$ cat src/rtl/hovalaag_io_pkg.sv
// Shared constants and types for the HOVALAAG host/CPU I/O block.
package hovalaag_io_pkg;
    localparam int DATA_W        = 12;
    localparam int DEPTH_DEFAULT = 16;
    localparam int ERR_W         = 4;
    localparam int ERR_IN_OVF    = 0;
    localparam int ERR_OUT_UDF   = 1;

    typedef logic [DATA_W-1:0] word_t;
endpackage

$ cat src/rtl/hovalaag_fifo.sv
// Show-ahead FIFO: head is valid combinationally whenever the FIFO is non-empty, 0 otherwise.
module hovalaag_fifo
    import hovalaag_io_pkg::*;
#(
    parameter int DEPTH = DEPTH_DEFAULT,
    parameter int LVL_W = 5
) (
    input  logic             clk,
    input  logic             rst_n,
    input  logic             push,
    input  logic             pop,
    input  word_t            wdata,
    output word_t            head,
    output logic             full,
    output logic             empty,
    output logic [LVL_W-1:0] level
);
    localparam int PTR_W = $clog2(DEPTH);

    word_t            mem [DEPTH];
    logic [PTR_W-1:0] rd_ptr;
    logic [PTR_W-1:0] wr_ptr;
    logic             pop_ok;
    logic             push_ok;

    assign empty   = (level == '0);
    assign full    = (level == LVL_W'(DEPTH));
    assign pop_ok  = pop & ~empty;
    // A full FIFO still accepts a push when the same edge frees a slot.
    assign push_ok = push & (~full | pop_ok);
    assign head    = empty ? '0 : mem[rd_ptr];

    always_ff @(posedge clk or negedge rst_n) begin
        if (!rst_n) begin
            rd_ptr <= '0;
            wr_ptr <= '0;
            level  <= '0;
        end else begin
            if (push_ok) wr_ptr <= wr_ptr + PTR_W'(1);
            if (pop_ok)  rd_ptr <= rd_ptr + PTR_W'(1);
            case ({push_ok, pop_ok})
                2'b10:   level <= level + LVL_W'(1);
                2'b01:   level <= level - LVL_W'(1);
                default: level <= level;
            endcase
        end
    end

    always_ff @(posedge clk) begin
        if (push_ok) mem[wr_ptr] <= wdata;
    end
endmodule

$ cat src/rtl/hovalaag_io.sv
// Host/CPU I/O block: two input FIFOs fed by the host, two output FIFOs fed by the CPU, and CPU clock gating.
module hovalaag_io
    import hovalaag_io_pkg::*;
#(
    parameter int DEPTH = DEPTH_DEFAULT,
    parameter int LVL_W = 5
) (
    input  logic             clk,
    input  logic             rst_n,
    input  logic             run,
    input  logic             in1_wr,
    input  logic             in2_wr,
    input  word_t            in_wdata,
    output logic [LVL_W-1:0] in1_level,
    output logic [LVL_W-1:0] in2_level,
    input  logic             out1_rd,
    input  logic             out2_rd,
    output word_t            out1_rdata,
    output word_t            out2_rdata,
    output logic [LVL_W-1:0] out1_level,
    output logic [LVL_W-1:0] out2_level,
    output word_t            IN1,
    output word_t            IN2,
    input  logic             IN1_adv,
    input  logic             IN2_adv,
    input  word_t            OUT,
    input  logic             OUT_valid,
    input  logic             OUT_select,
    output logic             cpu_clk_en,
    output logic             stalled,
    output logic [15:0]      cycles,
    output logic [ERR_W-1:0] err
);
    logic in1_full, in1_empty, in2_full, in2_empty;
    logic out1_full, out1_empty, out2_full, out2_empty;
    logic in1_pop, in2_pop, out1_push, out2_push;
    logic out_blocked;
    logic [ERR_W-1:0] err_set;

    assign out_blocked = OUT_valid & (OUT_select ? out2_full : out1_full);
    assign cpu_clk_en  = rst_n & run
                       & ~(IN1_adv & in1_empty)
                       & ~(IN2_adv & in2_empty)
                       & ~out_blocked;
    assign stalled     = run & ~cpu_clk_en;

    // CPU-side transfers only happen on enabled edges, so a stalled instruction never repeats its side effects.
    assign in1_pop   = IN1_adv & cpu_clk_en;
    assign in2_pop   = IN2_adv & cpu_clk_en;
    assign out1_push = OUT_valid & cpu_clk_en & ~OUT_select;
    assign out2_push = OUT_valid & cpu_clk_en & OUT_select;

    always_comb begin
        err_set = '0;
        err_set[ERR_IN_OVF]  = (in1_wr & in1_full & ~in1_pop) | (in2_wr & in2_full & ~in2_pop);
        err_set[ERR_OUT_UDF] = (out1_rd & out1_empty) | (out2_rd & out2_empty);
    end

    always_ff @(posedge clk or negedge rst_n) begin
        if (!rst_n) begin
            cycles <= '0;
            err    <= '0;
        end else begin
            if (cpu_clk_en) cycles <= cycles + 16'd1;
            err <= err | err_set;
        end
    end

    hovalaag_fifo #(.DEPTH(DEPTH), .LVL_W(LVL_W)) u_in1 (
        .clk(clk), .rst_n(rst_n), .push(in1_wr), .pop(in1_pop), .wdata(in_wdata),
        .head(IN1), .full(in1_full), .empty(in1_empty), .level(in1_level)
    );

    hovalaag_fifo #(.DEPTH(DEPTH), .LVL_W(LVL_W)) u_in2 (
        .clk(clk), .rst_n(rst_n), .push(in2_wr), .pop(in2_pop), .wdata(in_wdata),
        .head(IN2), .full(in2_full), .empty(in2_empty), .level(in2_level)
    );

    hovalaag_fifo #(.DEPTH(DEPTH), .LVL_W(LVL_W)) u_out1 (
        .clk(clk), .rst_n(rst_n), .push(out1_push), .pop(out1_rd), .wdata(OUT),
        .head(out1_rdata), .full(out1_full), .empty(out1_empty), .level(out1_level)
    );

    hovalaag_fifo #(.DEPTH(DEPTH), .LVL_W(LVL_W)) u_out2 (
        .clk(clk), .rst_n(rst_n), .push(out2_push), .pop(out2_rd), .wdata(OUT),
        .head(out2_rdata), .full(out2_full), .empty(out2_empty), .level(out2_level)
    );
endmodule

$ cat config.mk
export PLATFORM = sky130hd
export DESIGN_NAME = hovalaag_io
export DESIGN_NICKNAME = d
export VERILOG_FILES = /design/src/rtl/hovalaag_io_pkg.sv /design/src/rtl/hovalaag_fifo.sv /design/src/rtl/hovalaag_io.sv
export SDC_FILE = /design/constraint.sdc
export NUM_CORES = 1
export LEC_CHECK = 0
export ABC_AREA = 1
export CORE_MARGIN = 2
export CORE_UTILIZATION = 55
export CTS_CLUSTER_SIZE = 24
export DETAILED_ROUTE_END_ITERATION = 7
export GPL_ROUTABILITY_DRIVEN = 0
export PLACE_DENSITY = 0.76
export SLEW_MARGIN = 0
export SYNTH_ARGS = -nofsm -noshare
export SYNTH_HDL_FRONTEND = slang
export SYNTH_HIERARCHICAL = 1
export SYNTH_SLANG_ARGS = --single-unit
$ cat constraint.sdc
create_clock -name clk -period 2.7 [get_ports clk]
set_input_delay 0.54 -clock clk [delete_from_list [all_inputs] [get_ports clk]]
set_output_delay 0.54 -clock clk [all_outputs]
set_load 0.1 [all_outputs]
==> results of run 1 <==
routing by layer:
layer  up-vias  track usage
li1      11500            -
met1     13400        0.392
met2      2229        0.502
met3       495       0.0693
met4         2        0.144
met5         -            0
worst max path at each step:
stage                                 from  slack (ns)           endpoint  cells past startpoint
after global routing      u_out2/rd_ptr[0]       -0.37      out2_rdata[5]                     10
after CTS                 u_out1/rd_ptr[0]       -0.28      out1_rdata[0]                      8
after global placement                 run       -0.34    u_out2/level[4]                     19
after floorplan             u_in1/level[2]       -0.15  u_out2/mem[14][0]                     14
final                     u_out2/rd_ptr[0]       -0.32      out2_rdata[5]                     10
after detailed placement        OUT_select       -0.47     u_in1/level[4]                     18
layout make-up:
type | instances | area, um2
Tap cell | 855 | 1070
Timing Repair inverter | 10 | 118
Clock inverter | 34 | 325
Timing Repair Buffer | 405 | 5620
Inverter | 100 | 438
Sequential cell | 838 | 24900
Clock buffer | 114 | 2260
Multi-Input combinational cell | 2035 | 12600
Fill cell | 3564 | 16800
power groups by stage:
stage                     Combinational (uW)  Clock [uW]  Sequential [uW]
final                                  34700       11200            16400
after global routing                   35800       11800            16500
after CTS                              30400       11200            16300
after detailed placement               26100           0            16400
after global placement                 25600           0            16300
after floorplan                        16700           0            17500
timing repair:
action | CTS | global route
setup buffers | 45 | 14
pin swaps | 101 | 226
resized for setup | 307 | 461
gates cloned | 34 | 18
endpoints found under the setup margin | 519 | 326
logic make-up after synthesis:
| family | after synthesis | synth area share |
|---|---|---|
| compound gates | 82 | 0.0133 |
| xor+xnor | 34 | 0.00838 |
| fa+ha+maj | 37 | 0.0139 |
| buf+inv | 265 | 0.0404 |
| flops | 838 | 0.699 |
| mux | 2 | 0.000634 |
| other cells | 1 | 0.000106 |
| simple gates | 1878 | 0.225 |
per-stage QoR:
stage	total power, uW	utilization	hold slack (ns)	setup slack, ns	area, um2
after detailed placement	42400	0.625	0.521	-0.469	40100
after floorplan	34100	-	0.244	-0.145	36200
after CTS	57900	0.703	0.0630	-0.279	45100
final	62400	0.738	0.0559	-0.320	47300
after global placement	41900	0.625	0.488	-0.341	40100
after global routing	64100	0.738	0.0776	-0.370	47300
worst register-to-register path, stage by stage (launching register included):
cell and delay (ns):
sky130_fd_sc_hd__dfrtp_4 0.49, sky130_fd_sc_hd__nor2_4 0.17, sky130_fd_sc_hd__nand3_4 0.15, sky130_fd_sc_hd__inv_2 0.10, sky130_fd_sc_hd__nor2_4 0.05, sky130_fd_sc_hd__nor2_4 0.16
sky130_fd_sc_hd__nand2_4 0.08, sky130_fd_sc_hd__nand2_4 0.12, sky130_fd_sc_hd__nor3b_4 0.07, sky130_fd_sc_hd__inv_1 0.06, sky130_fd_sc_hd__nand3_2 0.13, sky130_fd_sc_hd__inv_2 0.15
sky130_fd_sc_hd__ha_4 0.23, sky130_fd_sc_hd__nand2_4 0.06, sky130_fd_sc_hd__nand2_2 0.05, sky130_fd_sc_hd__a21oi_2 0.14, sky130_fd_sc_hd__inv_1 0.06, sky130_fd_sc_hd__nand2_2 0.08
sky130_fd_sc_hd__nand2_1 0.07, sky130_fd_sc_hd__nand2_1 0.07, sky130_fd_sc_hd__nand2_1 0.06
cell usage in the layout, fill, tap and decap left out, types with 14 or more instances in the layout:
cell                                n
sky130_fd_sc_hd__nor2_4            43
sky130_fd_sc_hd__nand2_4           35
sky130_fd_sc_hd__nand3_4           15
sky130_fd_sc_hd__nand2_2          236
sky130_fd_sc_hd__ha_1              27
sky130_fd_sc_hd__dfrtp_1           39
sky130_fd_sc_hd__clkbuf_1          25
sky130_fd_sc_hd__buf_16            21
sky130_fd_sc_hd__nor2_1            33
sky130_fd_sc_hd__inv_1             61
sky130_fd_sc_hd__edfxtp_1         768
sky130_fd_sc_hd__clkinv_1          15
sky130_fd_sc_hd__clkbuf_16         98
sky130_fd_sc_hd__dfrtp_4           17
sky130_fd_sc_hd__buf_12           132
sky130_fd_sc_hd__inv_2             28
sky130_fd_sc_hd__clkdlybuf4s50_1   32
sky130_fd_sc_hd__a21oi_4           47
sky130_fd_sc_hd__dfrtp_2           14
sky130_fd_sc_hd__nor2_2            21
sky130_fd_sc_hd__nand3_1          334
sky130_fd_sc_hd__buf_4            176
sky130_fd_sc_hd__nand2_1          860
sky130_fd_sc_hd__xor2_1            28
sky130_fd_sc_hd__nand3_2          278
sky130_fd_sc_hd__buf_6             21
registers in the layout, indices dropped and copies added (netlist names), 5 cells and up:
name / count
u_in1/level: 5
u_in2/mem: 192
cycles: 16
u_out2/mem: 192
u_in1/mem: 192
u_in2/level: 5
u_out1/level: 5
u_out1/mem: 192
u_out2/level: 5
==> reports/qor.tcl, run 1 <==
set qor(initial_antenna_violation_count) 1
set qor(dominantRegCellSynth) {sky130_fd_sc_hd__edfxtp_1}
set qor(overflow) 0
set qor(cell_type_group_with_the_largest_total_delay_on_the_critical_path) {buffers and inverters}
set qor(dieWidth_um) 258
set qor(ys_ff_latch) 838
set qor(synth-edff-count) 768
set qor(setup.worst_path.start_class) {flop}
set qor(total_wirelength_um) 113000
set qor(number_of_cts_inserted_buffers) 83
set qor(worstHoldPathType) {primary input to asynchronous set/reset pin}
set qor(timing_worst_setup_path_type) {flop to output pin}
set qor(internal_power_uw) 33700
set qor(ys_top_cells_by_count) {sky130_fd_sc_hd__nand2_1, sky130_fd_sc_hd__edfxtp_1, sky130_fd_sc_hd__nand3_1}
set qor(clk_pin_slew_ns) 0.07
set qor(final_critical_path_setup_slack_ns) -0.320
set qor(placed_cells) 4142
set qor(peakVddDrop_mv) 1.63
set qor(met2_wirelength_um) 54100
set qor(gate_power_share) 0.556
set qor(floorplan.io_pins) 125
set qor(route.detailed.vias_per_inst) 6.30
set qor(timing.setup.tns_ns) -11.94
set qor(critical_path_required_ns) 2.16
set qor(rsz_0062_raised_after_global_routing) {yes}
set qor(synthesis.area_per_instance_um2) 11.3
set qor(port_buffers) 122
set qor(cp.arrival_ns) 2.48
set qor(crit_path_cell_chain) {buf_6, buf_12, clkbuf_16, nand2_1, nand3_1, nand3_2, nand2_2, nand2_2, a21oi_4, buf_12}
set qor(floorplan.rows) 93
set qor(run_status) {finished, violations left}
set qor(critPathCaptureType) {output pin}
set qor(routed-via-count) 27600
set qor(core_region_area_um2) 64100
set qor(r2r-start) {u_out1/level[1]}
set qor(yosysSeqAreaShare) 0.699
set qor(cts-hold-fix-buffers) 0
set qor(yosysMostFrequentCell) {sky130_fd_sc_hd__nand2_1}
set qor(clkSinkCount) 838
set qor(area_growth_pct) 33.3
set qor(post_drt_wl_per_cell_um) 25.6
set qor(setup_viol) 49
set qor(final_layout_size_suffix_gt1_frac) 0.356
set qor(final_max_slew_viol_count) 0
set qor(worstSkewPairLatency_ns) 0.65
set qor(detailedRoute.firstPassIterationCount) 8
set qor(antenna_cell_count) 0
set qor(critical-path-slowest-cell) {sky130_fd_sc_hd__dfrtp_4}
set qor(cts.path.max_buffers) 3
set qor(grt_pass1_vias) 26200
set qor(clock_power_share) 0.180
set qor(fin_nets) 3545
set qor(net-switching-power_uw) 28700
set qor(drt_iter0_markers) 4437
set qor(floorplan.die.height_um) 258
set qor(routedLengthMet1_um) 38500
set qor(yosysUniqueCellTypes) 37
set qor(crit_path_max_fanout) 5
set qor(cellLeakagePower_uw) 0.0180
set qor(timing.reg2reg.worst_path_depth) 20
set qor(grt_pass1_wl_um) 155000
set qor(yosys.area.top_type_share) 0.649
set qor(regToRegEndpoint) {u_out2/level[4]}
set qor(cp_slowest_stage_delay_ns) 0.51
set qor(cts_tree) {done}
set qor(peak_clock_frequency_supported_by_timing_mhz) 331
set qor(net_switching_fraction_of_the_power) 0.460
set qor(hold_viol_final) 0
set qor(timing.final.crit_share) 1.12
set qor(syn_inst) 3137
set qor(yosys_warnings) 6
set qor(drcViolationCount) 1
set qor(post_synth_main_area_contributors) {sky130_fd_sc_hd__edfxtp_1, sky130_fd_sc_hd__nand2_1, sky130_fd_sc_hd__nand3_1}
set qor(max-slew-margin-rel) 0.518
set qor(initial_utilization) 0.554
set qor(crit_buf_inv) 4
set qor(tightest_slew_ns) 0.723
set qor(fin_crit_ns) 3.02
set qor(synth_async_sr_flop_share) 0.0835
set qor(top_layer_used) {met5}
set qor(maxCapViolCount) 0
set qor(share_seq_of_total_power) 0.263
set qor(grt.total_usage) 0.307
set qor(worst_r2r_setup_slack_ns) 0.04
set qor(netlist_area_um2) 35500
set qor(violations) {DRC, setup timing}
set qor(root_buffer) {sky130_fd_sc_hd__clkbuf_16}
set qor(maximum_number_of_pins_on_one_net_before_global_route_repair) 50
set qor(detailroute.wirelength.met3_um) 13500
set qor(drtAntennaViolNets) 0
set qor(design.die.area_um2) 66600
set qor(post_layout_nonfiller_instances) 4391
set qor(power_density_nw_per_um2) 1320
set qor(fin_skew_ns) 0.0397
set qor(ctsHtreeMaxLevel) 3
set qor(synth_top_cell_by_area) {sky130_fd_sc_hd__edfxtp_1}
set qor(detailed_place_hpwl_um) 58300
(Power assumes the default switching activity.)
==> run 2: changes to the inputs <==
- HOLD_SLACK_MARGIN: default -> 0.05
==> results of run 2 <==
Same layout as run 1: the final DEF is identical, and so are final timing and power.
